**src/rtl/alu_seq_ctrl.sv**
```systemverilog
// alu_seq_ctrl: start/done sequencer wrapped around an external 32-bit combinational ALU.
// Single-pass ops take one ALU pass. Shifts repeat the ALU's 1-bit shift once per
// cycle, feeding each result back through the accumulator.

module alu_seq_ctrl (
    input  logic        clk,
    input  logic        rst_n,
    input  logic        start,
    input  logic [3:0]  funct,
    input  logic [31:0] op_a,
    input  logic [31:0] op_b,
    output logic        busy,
    output logic        done,
    output logic [31:0] result,
    output logic        flag_z,
    output logic        flag_s,
    output logic [31:0] alu_a,
    output logic [31:0] alu_b,
    output logic [3:0]  alu_funct,
    input  logic [31:0] alu_out,
    input  logic        alu_flag_z
);

    localparam logic [3:0] FnSla = 4'b0110;
    localparam logic [3:0] FnSra = 4'b0111;
    localparam logic [3:0] FnSrl = 4'b1000;

    typedef enum logic [0:0] {StIdle, StExec} state_e;

    state_e      state_q, state_d;
    logic [31:0] acc_q;
    logic [31:0] b_reg_q;
    logic [4:0]  count_q;
    logic [3:0]  f_reg_q;
    logic        sgn_q;
    logic [31:0] result_q;
    logic        flag_z_q;
    logic        flag_s_q;
    logic        done_q;

    logic        accept;
    logic        last_pass;
    logic        new_is_shift;
    logic        cur_is_shift;

    assign new_is_shift = (funct == FnSla) || (funct == FnSra) || (funct == FnSrl);
    assign cur_is_shift = (f_reg_q == FnSla) || (f_reg_q == FnSra) || (f_reg_q == FnSrl);
    assign accept       = (state_q == StIdle) && start;
    // count is 0 only for zero-amount shifts, which still take a single pass
    assign last_pass    = (state_q == StExec) && (count_q <= 5'd1);

    // State register
    always_ff @(posedge clk or negedge rst_n) begin
        if (!rst_n) begin
            state_q <= StIdle;
        end else begin
            state_q <= state_d;
        end
    end

    // Next-state logic
    always_comb begin
        state_d = state_q;
        unique case (state_q)
            StIdle: if (start) state_d = StExec;
            StExec: if (count_q <= 5'd1) state_d = StIdle;
            default: state_d = StIdle;
        endcase
    end

    // Outputs: busy flag and ALU drive from the operand registers
    always_comb begin
        busy      = (state_q == StExec);
        alu_a     = acc_q;
        alu_funct = f_reg_q;
        if (cur_is_shift) begin
            alu_b = {31'd0, (count_q != 5'd0)};
        end else begin
            alu_b = b_reg_q;
        end
    end

    // Operand capture on accept and accumulator/counter iteration during EXEC
    always_ff @(posedge clk or negedge rst_n) begin
        if (!rst_n) begin
            acc_q   <= 32'd0;
            b_reg_q <= 32'd0;
            count_q <= 5'd0;
            f_reg_q <= 4'd0;
            sgn_q   <= 1'b0;
        end else if (accept) begin
            acc_q   <= op_a;
            b_reg_q <= op_b;
            count_q <= new_is_shift ? op_b[4:0] : 5'd1;
            f_reg_q <= funct;
            sgn_q   <= op_a[31];
        end else if (state_q == StExec) begin
            acc_q   <= alu_out;
            count_q <= (count_q != 5'd0) ? (count_q - 5'd1) : 5'd0;
        end
    end

    // Publish result and flags on the final pass; done pulses the following cycle
    always_ff @(posedge clk or negedge rst_n) begin
        if (!rst_n) begin
            result_q <= 32'd0;
            flag_z_q <= 1'b0;
            flag_s_q <= 1'b0;
            done_q   <= 1'b0;
        end else begin
            done_q <= last_pass;
            if (last_pass) begin
                result_q <= alu_out;
                flag_z_q <= alu_flag_z;
                flag_s_q <= sgn_q;
            end
        end
    end

    assign done   = done_q;
    assign result = result_q;
    assign flag_z = flag_z_q;
    assign flag_s = flag_s_q;

endmodule

```
**config.mk**
```make
export PLATFORM = sky130hd
export DESIGN_NAME = alu_seq_ctrl
export DESIGN_NICKNAME = d
export VERILOG_FILES = /design/src/rtl/alu_seq_ctrl.sv
export SDC_FILE = /design/constraint.sdc
export NUM_CORES = 1
export LEC_CHECK = 0
export ABC_AREA = 1
export CAP_MARGIN = 20
export CORE_MARGIN = 3
export CORE_UTILIZATION = 43
export DETAILED_ROUTE_END_ITERATION = 7
export PLACE_DENSITY = 0.85
export SYNTH_ARGS = -nofsm -noshare
export SYNTH_HDL_FRONTEND = slang
export SYNTH_SLANG_ARGS = --single-unit
```
**constraint.sdc**
```tcl
create_clock -name clk -period 1.61 [get_ports clk]
set_input_delay 0.161 -clock clk [delete_from_list [all_inputs] [get_ports clk]]
set_output_delay 0.161 -clock clk [all_outputs]
set_load 0.005 [all_outputs]
```
==> flow_summary.ini, run 1 <==
[status]
run_status = finished with violations
violated_checks = setup timing

[sta]
final_setup_viols = 30
post-route-min-period_ns = 1.82
relSlewSlack_pct = 78.3
final.setup.worst_slack_ns = -0.206
finClkSkew_ns = 0.0143
grt_setup_unrepaired = true
maxClockFrequency_ghz = 0.551
maxSlewViolCount = 0
worst_pin_slew_ns = 0.325
final_min_period_over_clock_period_pct = 113
hold_viol_final = 0

[worst_setup_path]
timing.critical_path.cells = nor2_2, nand3_2, o21ai_4, buf_12, buf_8, buf_6, nand2_2, o21ai_1, buf_2
regToRegStartpoint = count_q[0]
critPathRequiredTime_ns = 1.45
crit_path_start_kind = flop
crit_type = flop to output port
critical_path.max_stage_delay_ns = 0.41
critical-path-slowest-cell = sky130_fd_sc_hd__dfrtp_1
worstSetupEndpointType = output port
worst_setup_path_startpoint = alu_funct[0]
timing.critical_path.arrival_ns = 1.66
worst-path-buf-inv = 4
cpLargestDelayFamily = buffers and inverters
peak_fanout_along_the_critical_path = 4

[placement]
placed_area_um2 = 7120
worst_setup_slack_after_placement_ns = -0.0542
place.gp.congestion = 0.829
place.detailed.instances = 901
port-buffer-count = 207
dp_hpwl_mm = 10.2

[floorplan]
floorplan.die.width_um = 112
io_pins = 208
dieArea_um2 = 12500
starting_density_of_the_core_pct = 44.3
coreArea_um2 = 10900
dieHeight_um = 112
placement_rows = 38

[pwr]
sw_frac_of_total_pct = 37.0
logic_gate_share_of_total_power_pct = 54.2
p_switching_w = 0.00496
leakage_nw = 3.57
seqPwrFrac_pct = 33.8
cellPowerDensity_nw_per_um2 = 1780
pwr-share-clk_pct = 11.9
peak_supply_drop_v = 0.00104
internal_pwr_total_w = 0.00847

[final_layout]
fin_area_um2 = 7560
final_cell_mix = sky130_fd_sc_hd__nand2_1 (186), sky130_fd_sc_hd__clkdlybuf4s50_1 (171), sky130_fd_sc_hd__dfrtp_1 (109)
layout.cells.most_common = sky130_fd_sc_hd__nand2_1
final_layout_size_suffix_gt1_share_pct = 16.7
final_cells = 943
area.growth.synth_to_final_pct = 56.9
n_antenna_cell = 0
final_net_count = 906

[routing]
dr.pass1.iters = 5
route.vias.total = 4658
final_antenna_net_count = 0
vias_per_cell = 4.94
detail_route.wirelength_mm = 14.8
route.detailed.wl_per_inst_um = 15.7
detail_route.iter0.violations = 330
route.detailed.drc = 0

[global_route]
grt_pass1_vias = 4949
antenna_found_initial = 0
global_route_wire_length_before_repair_mm = 24.1
global_route.overflow_total = 0
grt_start_max_net_pins = 60
track_usage_pct = 23.5

[cts]
tritoncts = yes
cts.sinks = 110
clkTransAtPathRegs_ns = 0.10
cts.path.max_buffers = 2
cts_buffers = 9
cts-root-buf = sky130_fd_sc_hd__clkbuf_8
worst_skew_pair.late_latency_ns = 0.37
cts_max_level = 3

[synthesis]
ys_seq_elements = 110
synth_net_count = 667
synth.cell_area_um2 = 4820
syn_inst = 560
synth_cell_type_count = 25
yosysWarnings = 0
synth-seq-area-share_pct = 57.1
syn_avg_cell_area_um2 = 8.60

[min_path]
min_path_type = primary input to async pin

[run]
maxCapViolCount = 0
[sequential cells by signal, summed over array words and instances, names as in the netlist]
| register | flops |
|---|---|
| flag_z | 1 |
| alu_a | 32 |
| b_reg_q | 32 |
| alu_funct | 4 |
| sgn_q | 1 |
| result | 32 |
| count_q | 5 |
| flag_s | 1 |
| busy | 1 |
| done | 1 |
[worst paths after layout]
kind / to / slack (ns) / cells after the start
max reg2reg: result[1] / 0.03 / 8
max: alu_b[0] / -0.21 / 9
max in group asynchronous: alu_a[17] / 1.00 / 3
min: b_reg_q[8] / 0.31 / 3
min reg2reg: result[31] / 0.49 / 2
min in group clk: result[10] / 0.35 / 3
[power by group through the flow]
stage	Combinational (W)	Sequential [W]	Clock, W
after global placement	0.00631	0.00452	0
after detailed placement	0.00655	0.00457	0
after CTS	0.00696	0.00452	0.00164
final	0.00728	0.00454	0.00160
after floorplan	0.00282	0.00455	0
after global routing	0.00798	0.00467	0.00173
[repair_timing]
item,in CTS,in global routing
setup endpoints to repair,44,62
pin swaps,4,2
hold endpoints to repair,110,0
resized for setup,162,16
hold buffers,1,0
setup buffers,13,8
cloned,4,3
[cells in the mapped netlist (all sizes together)]
library cell,number,share of area (%)
ha,3,0.78
o21bai,3,0.47
buf,22,3.3
nor2,50,4.1
nand3b,1,0.16
nand2,189,15
dfrtp,110,57
o21ai,61,7.0
xor2,1,0.18
o211ai,25,3.9
nand3,15,1.6
clkbuf,4,0.31
a21oi,1,0.10
clkinv,1,0.078
nor3,1,0.34
inv,73,5.7
[area by class of cell]
class | instances | area [um^2]
Sequential cell | 110 | 2750
Tap cell | 140 | 175
Clock buffer | 11 | 131
Fill cell | 813 | 3330
Multi-Input combinational cell | 351 | 1710
Timing Repair Buffer | 253 | 2450
Clock inverter | 4 | 48.8
Inverter | 74 | 283
[stage by stage]
stage / util, % / hold WS [ns] / setup TNS [ns] / power (W)
floorplan: - / -0.135 / 0 / 0.00737
global placement: 65.4 / 0.176 / 0 / 0.0108
detailed placement: 65.4 / 0.184 / -0.460 / 0.0111
CTS: 68.2 / 0.324 / -5.02 / 0.0131
global route: 69.4 / 0.340 / -6.89 / 0.0144
finish: 69.4 / 0.305 / -4.56 / 0.0134
[logic make-up (layout without fill, tap and decap cells)]
kind of cell	count (synthesis)	after routing	share of synthesized area, %
fa+ha+maj	3	3	0.779
simple gates	256	257	21.0
flops	110	110	57.1
compound gates	90	90	11.4
buf+inv	100	342	9.45
xor+xnor	1	1	0.182
[tightest hold or removal path: stages]
cell                            delay [ns]
sky130_fd_sc_hd__dlygate4sd3_1        0.52
sky130_fd_sc_hd__buf_4                0.13
sky130_fd_sc_hd__buf_12               0.24
[metal layers]
metal,track usage [%],wire (um)
met1,28.8,5850
met2,40.7,7690
met3,4.18,871
met4,10.3,443
met5,0,0
Note: power is estimated with default switching activity, not from simulation.
==> inputs of run 2 (changes only) <==
Settings changed: ABC_AREA 1 to unset.
==> run 2 against run 1 <==
The run still ends with setup timing left; flip-flop and latch count stayed put; design area up 5.2%; combinational power increased by 10%; critical path type unchanged; highest routed layer unchanged.
==> flow_summary.ini, run 2 <==
[floorplan]
floorplan.die.width_um = 113
dieHeight_um = 113
io_pins = 208
starting_density_of_the_core_pct = 44.6
coreArea_um2 = 11000
dieArea_um2 = 12800
placement_rows = 38

[synthesis]
async_flop_share_pct = 100
ys_seq_elements = 110
ys_top_cells_by_area = sky130_fd_sc_hd__dfrtp_1 (56%), sky130_fd_sc_hd__mux2_2 (9.4%), sky130_fd_sc_hd__mux2_4 (8.8%), sky130_fd_sc_hd__mux2i_1 (6.5%), sky130_fd_sc_hd__and2_1 (4.1%)
synth.cell_area_um2 = 4920
synth_most_common_cell = sky130_fd_sc_hd__dfrtp_1
count_of_flip_flops_with_a_built_in_enable_after_synthesis = 0
syn_inst = 383
yosysWarnings = 0
synth_net_count = 490
netlist.area_leader.share_pct = 55.9
syn_avg_cell_area_um2 = 12.9
synth-seq-area-share_pct = 55.9
synthTopCellsByCount = sky130_fd_sc_hd__dfrtp_1 (110), sky130_fd_sc_hd__mux2_2 (41), sky130_fd_sc_hd__nand2_1 (39)
synth_cell_type_count = 35
post-synth-top-area-cell = sky130_fd_sc_hd__dfrtp_1
yosys_most_used_dff = sky130_fd_sc_hd__dfrtp_1

[cts]
cts-root-buf = sky130_fd_sc_hd__clkbuf_16
worst_skew_pair.late_latency_ns = 0.34
cts.path.max_buffers = 2
clkTransAtPathRegs_ns = 0.07
cts_max_level = 3
cts.sinks = 110
cts_buffers = 9
tritoncts = yes

[routing]
route.vias.total = 3866
route.detailed.drc = 0
dr.pass1.iters = 4
detail_route.iter0.violations = 145
vias_per_cell = 5.09
final_antenna_net_count = 0
detail_route.wirelength_mm = 14.3
route.detailed.wl_per_inst_um = 18.8

[worst_setup_path]
worst-path-buf-inv = 2
peak_fanout_along_the_critical_path = 3
critical_path.max_stage_delay_ns = 0.45
worst_setup_path_startpoint = count_q[0]
regToRegStartpoint = count_q[0]
worst_r2r_path_depth = 6
cpLargestDelayFamily = simple AND/OR/NAND/NOR gates
worstSetupEndpointType = output port
reg2reg_slack_ns = -0.08
worstReg2RegEnd = result[10]
cp_num_cells = 5
crit_type = flop to output port
endpoint = alu_b[0]
critPathRequiredTime_ns = 1.45
timing.critical_path.cells = inv_2, ha_4, or4b_4, mux2_2, buf_6
critical-path-slowest-cell = sky130_fd_sc_hd__or4b_4
timing.critical_path.arrival_ns = 1.82
crit_path_start_kind = flop

[sta]
relSlewSlack_pct = 71.5
post-route-min-period_ns = 1.98
final.setup.worst_slack_ns = -0.366
grt_setup_unrepaired = true
final_min_period_over_clock_period_pct = 123
finClkSkew_ns = 0.00557
maxSlewViolCount = 0
worst_pin_slew_ns = 0.427
final_setup_viols = 67
hold_viol_final = 0
maxClockFrequency_ghz = 0.506

[final_layout]
final_cells = 759
layout.cells.most_common = sky130_fd_sc_hd__clkdlybuf4s50_1
multiInputGateArea_um2 = 2170
sequential_cell_area_um2 = 2750
n_antenna_cell = 0
area.growth.synth_to_final_pct = 61.6
nFillCells = 745
final_net_count = 723
final_cell_mix = sky130_fd_sc_hd__clkdlybuf4s50_1 (173), sky130_fd_sc_hd__dfrtp_1 (109), sky130_fd_sc_hd__nand2_1 (39)
fin_area_um2 = 7950
final_layout_size_suffix_gt1_share_pct = 31.8

[placement]
place.detailed.instances = 735
placed_area_um2 = 7340
dp_hpwl_mm = 10.1
port-buffer-count = 207
place.gp.congestion = 0.796

[global_route]
grt_pass1_vias = 4266
global_route.overflow_total = 0
antenna_found_initial = 0
grt_start_max_net_pins = 40
global_route_wire_length_before_repair_mm = 21.6
track_usage_pct = 21.3

[status]
violated_checks = setup timing
run_status = finished with violations

[pwr]
fin_total_pwr_w = 0.0151
leakage_nw = 3.66
cellPowerDensity_nw_per_um2 = 1890
peak_supply_drop_v = 0.00112

[run]
maxCapViolCount = 0

[min_path]
min_path_type = primary input to async pin
-- run 2: cell count changes in the layout (fill, tap and decap cells not counted), moves of 25 or more --
cell	before	now
sky130_fd_sc_hd__and2_4	0	31
sky130_fd_sc_hd__buf_2	32	1
sky130_fd_sc_hd__buf_6	5	35
sky130_fd_sc_hd__inv_1	70	5
sky130_fd_sc_hd__mux2_2	0	36
sky130_fd_sc_hd__mux2_4	0	34
sky130_fd_sc_hd__mux2i_1	0	32
sky130_fd_sc_hd__nand2_1	186	39
sky130_fd_sc_hd__o211ai_1	25	0
-- run 2: power by group --
part           total, W  switching [W]  leakage, nW  internal [W]
clock network   0.00221       0.000936        0.142       0.00128
logic           0.00802        0.00264         2.22       0.00538
registers       0.00484       0.000769         1.30       0.00407
total            0.0151        0.00434         3.66        0.0107
-- run 2: timing repair --
item,CTS,global route
pin swaps,10,24
resized for setup,115,92
endpoints found under the hold margin,26,0
hold buffers,1,0
setup buffers,2,4
cloned,1,3
endpoints found under the setup margin,67,68
-- run 2: kinds of logic (layout without fill, tap and decap cells) --
| logic type | after synthesis | after routing | share of synthesized area [%] |
|---|---|---|---|
| multiplexers | 102 | 102 | 24.7 |
| XOR/XNOR | 1 | 1 | 0.178 |
| buffers and inverters | 30 | 266 | 3.13 |
| AND/OR/NAND/NOR | 86 | 86 | 9.48 |
| flip-flops | 110 | 110 | 55.9 |
| AO/OA/AOI/OAI | 51 | 51 | 5.82 |
| adder cells (fa/ha/maj) | 3 | 3 | 0.762 |
-- run 2: how the worst min path moves through the flow --
stage                              to   from  cells past startpoint
after global routing        alu_a[27]  rst_n                      2
after CTS                   alu_a[27]  rst_n                      2
after detailed placement    alu_a[27]  rst_n                      1
final                       alu_a[27]  rst_n                      2
after global placement    b_reg_q[10]  rst_n                      1
after floorplan              alu_a[0]  rst_n                      0
-- run 2: per-layer routing --
metal  routed length [um]  track usage (%)  vias up
met2                 7540             39.1      139
met3                  889             4.76       25
met4                  386             8.97        0
li1                     -                -     1787
met1                 5480             23.6     1915
met5                    0                0        -
-- run 2: through the flow --
| step | worst slack (ns) | hold WS [ns] | setup TNS [ns] | util, % |
|---|---|---|---|---|
| 2_1_floorplan | 0.0557 | -0.135 | 0 | - |
| 3_3_place_gp | -0.353 | 0.116 | -7.77 | 66.5 |
| 3_5_place_dp | -0.379 | 0.121 | -10.10 | 66.5 |
| 4_1_cts | -0.374 | 0.307 | -8.74 | 69.5 |
| 5_1_grt | -0.398 | 0.346 | -11.86 | 72.1 |
| 6_report | -0.366 | 0.305 | -8.79 | 72.1 |
-- run 2: layout make-up --
cell class	count	area share, %
clock inverters	1	0.378
well taps	140	2.20
inverters	7	0.330
repair buffers	245	31.9
flip-flops and latches	110	34.6
multi-input cells	243	27.2
clock buffers	13	3.27
